**src/rtl/secuenciador_pc.sv**
```systemverilog
// Next-PC sequencer: owns the PC, runs the fetch handshake with instruction
// memory and selects sequential/branch/jump/jr targets at the end of EXEC.
module secuenciador_pc #(
    parameter logic [31:0] RESET_PC = 32'h0000_0000,
    parameter int unsigned MAX_WAIT = 15
) (
    input  logic        clk,
    input  logic        reset,
    output logic        imem_req,
    output logic [31:0] imem_addr,
    input  logic        imem_ack,
    output logic        instr_valid,
    input  logic        stall,
    input  logic        branch,
    input  logic        zero,
    input  logic [31:0] imm_ext,
    input  logic        jump,
    input  logic [25:0] jump_idx,
    input  logic        jr,
    input  logic [31:0] jr_addr,
    output logic [31:0] pc_out,
    output logic [31:0] pc_plus4,
    output logic        flush,
    output logic        timeout_err
);

    typedef enum logic [2:0] {
        IDLE,
        FETCH,
        WAIT,
        EXEC,
        ERROR
    } state_t;

    localparam logic [7:0] MAX_WAIT_C = 8'(MAX_WAIT);

    state_t      state_q, state_d;
    logic [31:0] pc_q, pc_d;
    logic [7:0]  wait_cnt_q, wait_cnt_d;
    logic        flush_q, flush_d;

    logic [31:0] target_pc;
    logic        redirect;

    assign pc_plus4 = pc_q + 32'd4;

    always_comb begin
        target_pc = pc_plus4;
        redirect  = 1'b1;
        if (jr) begin
            target_pc = jr_addr & ~32'h3;
        end else if (jump) begin
            target_pc = {pc_plus4[31:28], jump_idx, 2'b00};
        end else if (branch && zero) begin
            target_pc = pc_plus4 + (imm_ext << 2);
        end else begin
            redirect  = 1'b0;
        end
    end

    always_comb begin
        state_d    = state_q;
        pc_d       = pc_q;
        wait_cnt_d = wait_cnt_q;
        flush_d    = 1'b0;
        case (state_q)
            IDLE: begin
                state_d = FETCH;
            end
            FETCH: begin
                if (imem_ack) begin
                    state_d    = EXEC;
                    wait_cnt_d = 8'd0;
                end else begin
                    state_d    = WAIT;
                    wait_cnt_d = 8'd1;
                end
            end
            WAIT: begin
                // A late ack on the final allowed wait cycle still wins over the timeout.
                if (imem_ack) begin
                    state_d    = EXEC;
                    wait_cnt_d = 8'd0;
                end else if (wait_cnt_q == MAX_WAIT_C) begin
                    state_d = ERROR;
                end else begin
                    wait_cnt_d = wait_cnt_q + 8'd1;
                end
            end
            EXEC: begin
                if (!stall) begin
                    state_d = FETCH;
                    pc_d    = target_pc;
                    flush_d = redirect;
                end
            end
            ERROR: begin
                state_d = ERROR;
            end
            default: begin
                state_d = IDLE;
            end
        endcase
    end

    always_ff @(posedge clk) begin
        if (reset) begin
            state_q    <= IDLE;
            pc_q       <= RESET_PC;
            wait_cnt_q <= 8'd0;
            flush_q    <= 1'b0;
        end else begin
            state_q    <= state_d;
            pc_q       <= pc_d;
            wait_cnt_q <= wait_cnt_d;
            flush_q    <= flush_d;
        end
    end

    assign imem_req    = (state_q == FETCH) || (state_q == WAIT);
    assign imem_addr   = imem_req ? pc_q : 32'd0;
    assign instr_valid = (state_q == EXEC);
    assign pc_out      = pc_q;
    assign flush       = flush_q;
    assign timeout_err = (state_q == ERROR);

endmodule
```
**config.mk**
```make
export PLATFORM = sky130hd
export DESIGN_NAME = secuenciador_pc
export DESIGN_NICKNAME = d
export VERILOG_FILES = /design/src/rtl/secuenciador_pc.sv
export SDC_FILE = /design/constraint.sdc
export NUM_CORES = 1
export LEC_CHECK = 0
export BUFFER_PORTS_ARGS = -buffer_cell sky130_fd_sc_hd__buf_2
export CAP_MARGIN = 10
export CORE_ASPECT_RATIO = 1.1
export CORE_UTILIZATION = 40
export DETAILED_ROUTE_END_ITERATION = 8
export HOLD_SLACK_MARGIN = 0.03
export PLACE_DENSITY = 0.71
export SETUP_SLACK_MARGIN = 0.02
export SLEW_MARGIN = 20
export SYNTH_ARGS = -nofsm -noshare
export SYNTH_HDL_FRONTEND = slang
export SYNTH_SLANG_ARGS = --single-unit
```
**constraint.sdc**
```tcl
create_clock -name clk -period 3.4 [get_ports clk]
set_clock_uncertainty 0.1 [all_clocks]
set_input_delay 0.51 -clock clk [delete_from_list [all_inputs] [get_ports clk]]
set_output_delay 0.51 -clock clk [all_outputs]
set_load 0.02 [all_outputs]
```
==> results of run 1 <==
## cell usage in the layout (no fill, tap or decap), types with 8 or more instances in the layout
master / Yosys / layout
a211oi_1: 16 / 13
a21o_1: 17 / 17
a21oi_1: 55 / 45
a21oi_2: 1 / 9
a31oi_1: 11 / 10
and2_1: 32 / 31
and3_1: 10 / 8
buf_2: 0 / 187
buf_4: 6 / 155
buf_6: 7 / 10
dfxtp_1: 42 / 27
dfxtp_4: 0 / 13
ha_1: 37 / 20
ha_4: 0 / 16
inv_1: 12 / 11
nand2_1: 53 / 47
nand2b_1: 8 / 8
nand3_1: 17 / 12
nor2_1: 61 / 52
nor2_2: 2 / 8
nor3_1: 23 / 17
o211ai_1: 13 / 13
o21ai_0: 36 / 19
o21ai_1: 1 / 14
xnor2_1: 31 / 17
xnor2_4: 0 / 10
xor2_1: 25 / 17
## per-layer routing
layer | vias to the layer above | wire length (um) | track usage [%]
met3 | 76 | 1570 | 5.87
met4 | 2 | 963 | 15.8
met2 | 333 | 10600 | 56.0
met5 | - | 14 | 0
met1 | 3062 | 7970 | 35.2
li1 | 3061 | - | -
## state kept, by name, summed over array words and instances (netlist names)
register,flops
pc_out,30
wait_cnt_q,8
flush,1
state_q,3
## final timing paths
| check | from | cells after the start | slack, ps | endpoint |
|---|---|---|---|---|
| setup / recovery | pc_out[7] | 15 | -230 | pc_out[28] |
| hold / removal | stall | 2 | 380 | state_q[2] |
| setup reg to reg | pc_out[7] | 15 | -230 | pc_out[28] |
| hold reg to reg | wait_cnt_q[1] | 2 | 390 | wait_cnt_q[1] |
## layout make-up
type                       instances  share of cell area, %
clock inverter                     2                  0.457
sequential                        42                   10.9
clock buffer                       6                   1.57
tap                              150                   2.28
inverter                          13                  0.594
multi-input combinational        565                   57.1
timing repair buffer             353                   27.2
## worst max-delay path, cell delays in order, from the launching register on
cell	delay, ps
dfxtp_4	360
nand4_4	150
or3_4	470
buf_12	150
xnor2_4	150
ha_4	170
a21o_1	170
a211o_1	310
or2_4	270
a2111oi_4	370
o31ai_1	130
nand2_1	180
a211oi_2	100
xor2_1	160
nor3_1	180
o31ai_1	90
## what timing repair did
| action | 4_1_cts | 5_1_grt |
|---|---|---|
| buffers inserted | 8 | 19 |
| gates resized for setup | 52 | 68 |
| pin swaps | 25 | 50 |
| endpoints found under the hold margin | 0 | 0 |
| hold buffers | 0 | 0 |
| endpoints found under the setup margin | 17 | 22 |
## metrics by stage
stage          std cells  TNS (ps)  worst slack, ps  utilization [%]  hold slack [ps]
2_1_floorplan        661      -144            -55.5                -              359
3_3_place_gp        1098     -1700             -213             62.6              369
3_5_place_dp        1098     -2140             -259             62.6              389
4_1_cts             1114      -125             -110             66.3              377
5_1_grt             1131     -4120             -433             70.5              394
6_report            1131     -1390             -233             70.5              385
## logic make-up after synthesis
family          count (synthesis)  share of synthesized area (%)
buf+inv                        54                           5.72
flops                          42                           17.3
mux                             4                          0.825
fa+ha+maj                      38                           9.95
simple gates                  251                           27.0
other cells                     1                         0.0772
compound gates                209                           28.7
xor+xnor                       57                           10.4
## power groups by stage
| stage | sequential, mW | combinational [mW] | clock (mW) |
|---|---|---|---|
| 5_1_grt | 0.523 | 0.795 | 0.580 |
| 2_1_floorplan | 0.554 | 0.354 | 0 |
| 3_5_place_dp | 0.532 | 0.648 | 0 |
| 3_3_place_gp | 0.531 | 0.635 | 0 |
| 4_1_cts | 0.521 | 0.675 | 0.553 |
| 6_report | 0.521 | 0.742 | 0.553 |
==> results.yml, run 1 <==
power_and_ir_drop:
  sw_frac_of_total_pct: 34.9
  powerDensity_nw_per_um2: 221
  p_sw_uw: 634
  pwr-share-clk_pct: 30.4
  cellInternalPower_mw: 1.18
  leakagePower_nw: 4.05
  p_comb_share_pct: 40.9
  power_mw: 1.82
  peakVddDrop_mv: 0.185
  seq_power_share_pct: 28.7
clocking:
  clk_latency_ps: 280
  cts_tree: "built"
  cts_buffers: 5
  path_clk_slew_ps: 60
  clock-sinks: 42
  clockBufferDepth: 2
  cts_root_buf: "clkbuf_16"
  h-tree-depth: 2
yosys:
  synth_edf_count: 0
  avgSynthCellArea_sq_um: 7.40
  yosysSeqAreaShare_pct: 17.3
  ys_seq_elements: 42
  synthFlopType: "dfxtp_1"
  syn_inst: 656
  yosysMostFrequentCell: "nor2_1"
  synth.cell_area_sq_um: 4860
  synth.yosys.warnings: 0
  async_flop_share_pct: 0
  synthTopCellsByCount: "nor2_1, a21oi_1, nand2_1, dfxtp_1, ha_1"
  synth_top_area_cell: "dfxtp_1"
  yosysUniqueCellTypes: 76
  synth_top_area_share_pct: 17.3
  ys_top_cells_by_area: "dfxtp_1, ha_1, a21oi_1, xnor2_1, nor2_1"
run_status:
  violations: "setup timing"
  status: "complete, but fails checks"
global_route:
  grt_overflow: 0
  grt_pass1_vias: 6400
  grt_pass1_wl_um: 31300
  grt.total_usage_pct: 31.5
  antenna_found_initial: 1
  grt_max_degree: 48
die:
  fp.dieH_um: 118
  die_area_sq_um: 12600
  die_x_um: 107
  core-area_sq_um: 11600
  initial_core_util_pct: 41.7
  row_count: 41
  ios: 198
sta:
  maxSlewViolCount: 0
  layout_setup_ws_ps: -233
  setup_viol: 12
  finalHoldViolCount: 0
  timing.final.crit_period_ps: 3630
  tightestPinTransition_ps: 1060
  rsz0062_at_grt: "true"
  finalCritPeriodShare_pct: 107
  slew_headroom_pct: 29.5
  fmax_mhz: 275
routing:
  drc: 0
  vias: 6534
  vias_per_cell: 5.78
  final_antenna_net_count: 0
  drt-initial-drc-count: 385
  avgRoutedWirePerCell_um: 18.7
  first_pass_iters: 5
  totalWireLength_um: 21200
placement:
  placed_area_sq_um: 7290
  numPortBuffers: 187
  gp_congestion: 0.949
  dp_hpwl_um: 15600
worst_setup_path:
  cp.arrival_ps: 3700
  worstPathMaxFanout: 5
  crit_path_end_kind: "flip-flop"
  crit_required_ps: 3470
  worstSetupStartpointType: "flip-flop"
  path_class: "flip-flop to flip-flop"
final_layout:
  ff_latch_area_sq_um: 892
  antenna_cells: 0
  area_growth_pct: 69.2
  stdcell_area_sq_um: 8210
  fillers: 937
  drive_gt1_share_pct: 51.0
  fin_nets: 1116
  multiInputGateArea_sq_um: 4690
run:
  max_cap_violations: 0
min_path:
  hp-class: "primary input to flip-flop"
Note: power is estimated with default switching activity, not from simulation.
==> run 2, diff against run 1 <==
--- a/config.mk
+++ b/config.mk
@@ -9,3 +9,3 @@
 export CAP_MARGIN = 10
-export CORE_ASPECT_RATIO = 1.1
+export CORE_ASPECT_RATIO = 1.25
 export CORE_UTILIZATION = 40
--- a/constraint.sdc
+++ b/constraint.sdc
@@ -4,2 +4,2 @@
 set_output_delay 0.51 -clock clk [all_outputs]
-set_load 0.02 [all_outputs]
+set_load 0.005 [all_outputs]
==> run 2 against run 1 <==
The run still ends with setup timing left. Global-route usage decreased by 1.4 points. Die area about the same. Clock power is 9.8% lower. Worst hold slack got worse by 23 ps. Sequential share of layout area rose by 0.21 points. Combinational power down 9.2%. Non-clock buffer count is 6 lower. Largest power group unchanged.
==> results.yml, run 2 (synthesis gave the netlist of run 1 again) <==
routing:
  vias_per_cell: 5.67
  final_antenna_net_count: 0
  drc: 0
  first_pass_iters: 5
  drt-initial-drc-count: 411
  vias: 6440
  avgRoutedWirePerCell_um: 18.1
  totalWireLength_um: 20600
min_path:
  hold_end: "state_q[2]"
  min_from: "stall"
  min_path_cells: 2
  hp-class: "primary input to flip-flop"
sta:
  slew_headroom_pct: 42.0
  fin_setup_tns_ps: -945
  timing.hold.ws_ps: 362
  layout_setup_ws_ps: -216
  setup_viol: 14
  fmax_mhz: 277
  rsz0062_at_grt: "true"
  maxSlewViolCount: 0
  finalHoldViolCount: 0
  finalCritPeriodShare_pct: 106
  timing.final.crit_period_ps: 3620
  tightestPinTransition_ps: 867
final_layout:
  largest_register_ffs: 30
  drive_gt1_share_pct: 48.3
  layout_commonest_cell: "buf_2"
  fin_nets: 1110
  fillers: 1007
  area_growth_pct: 61.7
  antenna_cells: 0
  postLayoutCoreUtil_pct: 67.0
  final_cell_mix: "buf_2, buf_4, nor2_1"
worst_setup_path:
  worstPathMaxFanout: 3
  rr_startpoint: "pc_out[2]"
  cp.arrival_ps: 3670
  crit_path_end_kind: "flip-flop"
  crit_required_ps: 3460
  regToRegSetupSlack_ps: -220
  worstSetupStartpointType: "flip-flop"
  path_class: "flip-flop to flip-flop"
  r2r_cells: 17
  r2r_end: "pc_out[31]"
placement:
  gp_congestion: 0.995
  dp_hpwl_um: 15100
  preCtsSetupSlack_ps: -259
  numPortBuffers: 187
power_and_ir_drop:
  p_comb_share_pct: 39.7
  sw_frac_of_total_pct: 35.6
  pwr-share-clk_pct: 29.4
  seq_power_share_pct: 30.9
  powerDensity_nw_per_um2: 216
  cellInternalPower_mw: 1.09
  leakagePower_nw: 4.01
  peakVddDrop_mv: 0.175
  p_sw_uw: 604
clocking:
  cts_root_buf: "clkbuf_16"
  clockBufferDepth: 2
  clock-sinks: 42
  path_clk_slew_ps: 70
  clk_latency_ps: 290
  cts_buffers: 5
  cts_tree: "built"
  h-tree-depth: 2
run:
  max_cap_violations: 0
run_status:
  violations: "setup timing"
  status: "complete, but fails checks"
global_route:
  grt_pass1_vias: 5946
  grt_overflow: 0
  grt_pass1_wl_um: 29400
  antenna_found_initial: 0
  grt_max_degree: 33
  grt.total_usage_pct: 30.1
die:
  core-area_sq_um: 11700
  row_count: 44
  ios: 198
  die_x_um: 101
  initial_core_util_pct: 41.4
  die_area_sq_um: 12600
  fp.dieH_um: 125
run 2: cell count changes in the layout (fill, tap and decap cells not counted), sizes merged:
cell,previous run,this run
buf,353,347
clkinvlp,1,0
clkinv,1,3
bufinv,1,0
run 2: worst max-delay path, stage by stage, from the launching register on:
cell and delay (ps):
dfxtp_4 370, ha_4 140, nand2_4 50, or3_4 430, nor3_4 260, buf_4 150, nand2_2 60, xnor2_2 140
ha_1 320, a21o_1 190, a21oi_2 110, nand2_1 80, a22o_1 230, a41oi_2 230, nor4b_2 80, a211o_1 310
xnor2_1 140, o22ai_1 80
run 2: through the flow:
stage                     area, sq um  cells  power [mW]
after floorplan                  5050    661       0.851
after global placement           6960   1101        1.11
after detailed placement         6960   1101        1.12
after CTS                        7320   1116        1.63
after global routing             7850   1136        1.77
final                            7850   1136        1.70
run 2: how the worst max path moves through the flow:
stage                     startpoint         end  slack (ps)  cells past startpoint
after floorplan            pc_out[3]  pc_out[20]          20                     15
after global placement     pc_out[3]  pc_out[30]        -180                     15
after detailed placement   pc_out[3]  pc_out[31]        -260                     16
after CTS                  pc_out[3]  pc_out[31]        -180                     17
after global routing      pc_out[12]  pc_out[31]        -350                     17
final                      pc_out[2]  pc_out[31]        -220                     17
run 2: routing by layer:
layer | global-route usage, % | part of all wire, %
met5 | 0 | 0
met4 | 19.6 | 6.5
met3 | 3.75 | 7.8
met1 | 33.4 | 36
met2 | 53.1 | 49
run 2: power groups by stage:
stage	Clock [mW]	Sequential [mW]	Combinational (mW)
6_report	0.499	0.524	0.674
3_5_place_dp	0	0.535	0.582
5_1_grt	0.522	0.526	0.723
4_1_cts	0.504	0.524	0.606
2_1_floorplan	0	0.541	0.309
3_3_place_gp	0	0.535	0.577
run 2: area by class of cell:
class	instances	area, sq um	area share (%)
clock buffer	6	129	1.64
clock inverter	2	13.8	0.175
inverter	13	48.8	0.621
multi-input combinational	565	4410	56.2
sequential	42	870	11.1
tap	161	201	2.57
timing repair buffer	347	2180	27.7
run 2: what timing repair did:
| item | 4_1_cts | 5_1_grt |
|---|---|---|
| buffers inserted | 7 | 20 |
| hold buffers | 0 | 0 |
| pin swaps | 24 | 61 |
| setup endpoints to repair | 17 | 20 |
| gates resized for setup | 38 | 79 |
==> run 3, diff against run 2 <==
Settings changed: ABC_AREA set to 1, CORE_MARGIN set to 5, PLACE_DENSITY 0.71 to 0.68.
==> run 3 against run 2 <==
Critical path type unchanged. Global-route usage down 4.8 points. Clock power is 12% higher. The flow now finishes without violations. Sequential power increased by 3%. Largest cell class unchanged. Critical path depth up 4.
==> results.yml, run 3 <==
global_route:
  grt_overflow: 0
  antenna_found_initial: 0
  grt_max_degree: 54
  grt_pass1_wl_um: 36200
  grt_pass1_vias: 7195
  grt.total_usage_pct: 25.3
yosys:
  ys_top_cells_by_area: "nand2_1, dfxtp_1, inv_1, nor2_1, ha_1"
  synth.cell_area_sq_um: 6050
  yosysUniqueCellTypes: 48
  synth.yosys.warnings: 0
  syn_inst: 1135
  synthFlopType: "dfxtp_1"
  synth_top_area_cell: "nand2_1"
  synth_top_area_share_pct: 23.9
  yosysMostFrequentCell: "nand2_1"
  avgSynthCellArea_sq_um: 5.33
  async_flop_share_pct: 0
  synth_edf_count: 0
  yosysSeqAreaShare_pct: 13.9
  ys_seq_elements: 42
  synthTopCellsByCount: "nand2_1, inv_1, nor2_1, a21oi_1, nand3_1"
run:
  max_cap_violations: 0
die:
  die_x_um: 120
  core-area_sq_um: 14900
  ios: 198
  row_count: 50
  fp.dieH_um: 147
  die_area_sq_um: 17700
  initial_core_util_pct: 40.6
final_layout:
  instances_no_fill: 1533
  fin_nets: 1486
  final_cell_mix: "nand2_1, buf_2, inv_1"
  antenna_cells: 0
  largest_register_ffs: 30
  area_growth_pct: 29.1
  drive_gt1_share_pct: 26.0
  layout_commonest_cell: "nand2_1"
clocking:
  ctsHoldBuffers: 0
  cts_tree: "built"
  path_clk_slew_ps: 60
  clk_latency_ps: 290
  clockBufferDepth: 2
  clock-sinks: 42
  cts_buffers: 5
  cts_root_buf: "clkbuf_16"
  h-tree-depth: 2
sta:
  timing.hold.ws_ps: 386
  slew_headroom_pct: 43.0
  finalCritPeriodShare_pct: 93.9
  setup_viol: 0
  finalHoldViolCount: 0
  maxSlewViolCount: 0
  fmax_mhz: 313
  timing.final.crit_period_ps: 3190
  tightestPinTransition_ps: 854
  fin_setup_tns_ps: 0
  layout_setup_ws_ps: 208
  rsz0062_at_grt: "true"
power_and_ir_drop:
  p_sw_uw: 653
  pwr-share-clk_pct: 31.7
  sw_frac_of_total_pct: 37.2
  p_comb_share_pct: 37.4
  cellInternalPower_mw: 1.10
  powerDensity_nw_per_um2: 225
  power_mw: 1.76
  peakVddDrop_mv: 0.339
  leakagePower_nw: 4.40
  seq_power_share_pct: 30.9
routing:
  drc: 0
  first_pass_iters: 6
  vias_per_cell: 5.00
  vias: 7671
  final_antenna_net_count: 0
  avgRoutedWirePerCell_um: 15.2
  drt-initial-drc-count: 537
  totalWireLength_um: 23300
placement:
  preCtsSetupSlack_ps: 126
  gp_congestion: 0.956
  numPortBuffers: 187
  dp_hpwl_um: 19600
  placed_cells: 1521
min_path:
  hp-class: "flip-flop to flip-flop"
  min_path_cells: 2
worst_setup_path:
  crit_required_ps: 3510
  r2r_cells: 21
  worstPathMaxFanout: 5
  worstSetupStartpointType: "flip-flop"
  cp.arrival_ps: 3310
  path_class: "flip-flop to flip-flop"
  crit_path_end_kind: "flip-flop"
run_status:
  status: "complete, no violations"
-- run 3: changes by cell type after synthesis, sizes merged, moves of 26 or more --
cell,previous run,this run
xnor2,32,6
and2,33,3
inv,12,196
a21oi,56,83
nand2,53,397
nand3,18,74
nor2,64,169
-- run 3: path summary, 6_finish.rpt --
kind,startpoint,endpoint,slack (ps)
worst max-delay path,pc_out[3],pc_out[13],210
worst min-delay path,wait_cnt_q[1],wait_cnt_q[1],390
worst max register to register,pc_out[3],pc_out[13],210
worst min register to register,wait_cnt_q[1],wait_cnt_q[1],390
-- run 3: power groups by stage --
stage               Combinational [mW]  Clock, mW  Sequential, mW
floorplan                        0.396          0           0.549
global placement                 0.626          0           0.551
detailed placement               0.626          0           0.552
CTS                              0.630      0.564           0.541
global route                     0.732      0.584           0.545
finish                           0.657      0.557           0.542
-- run 3: layer usage --
| metal | routed length [um] | part of all wire, % | GRT usage [%] | up-vias |
|---|---|---|---|---|
| met5 | 0 | 0 | 0 | - |
| met4 | 705 | 3.0 | 7.56 | 0 |
| met3 | 1520 | 6.5 | 2.64 | 40 |
| met2 | 11700 | 50 | 46.1 | 279 |
| met1 | 9420 | 40 | 31.1 | 3426 |
| li1 | - | - | - | 3926 |
-- run 3: metrics by stage --
stage	cell area, sq um	util (%)
2_1_floorplan	6070	-
4_1_cts	7560	50.7
3_5_place_dp	7390	49.6
6_report	7810	52.5
5_1_grt	7810	52.5
3_3_place_gp	7390	49.6
-- run 3: final cells by class --
type / count / area [sq um]
fill: 1633 / 7080
multi-input combinational: 870 / 4530
timing repair buffer: 234 / 1290
sequential: 42 / 850
inverter: 197 / 742
tap: 182 / 228
clock buffer: 5 / 125
clock inverter: 3 / 45.0
-- run 3: cell families (layout without fill, tap and decap cells) --
group | after synthesis | after routing | share of synthesized area [%]
simple gates | 682 | 682 | 48.4
buf+inv | 228 | 439 | 15.0
compound gates | 125 | 125 | 11.9
flops | 42 | 42 | 13.9
fa+ha+maj | 38 | 38 | 7.99
xor+xnor | 19 | 19 | 2.75
other cells | 1 | 6 | 0.0620
-- run 3: repair_timing --
action / in CTS / in global routing
buffers inserted: 0 / 4
endpoints found under the setup margin: 0 / 20
resized for setup: 0 / 55
-- run 3: critical path, cell delays in order (launching register included) --
cell and delay [ps]:
dfxtp_1 340, ha_2 180, nand2_1 80, inv_2 90
nand2_4 70, nor2_4 90, buf_4 130, nand2_1 70
inv_2 90, nand2_1 80, nand2_1 130, ha_1 310
nand2_1 150, inv_1 50, nand2_1 60, nand2_1 70
nand3b_1 280, buf_4 210, o21ai_0 140, nand2_1 110
a21o_1 170, a21oi_1 110
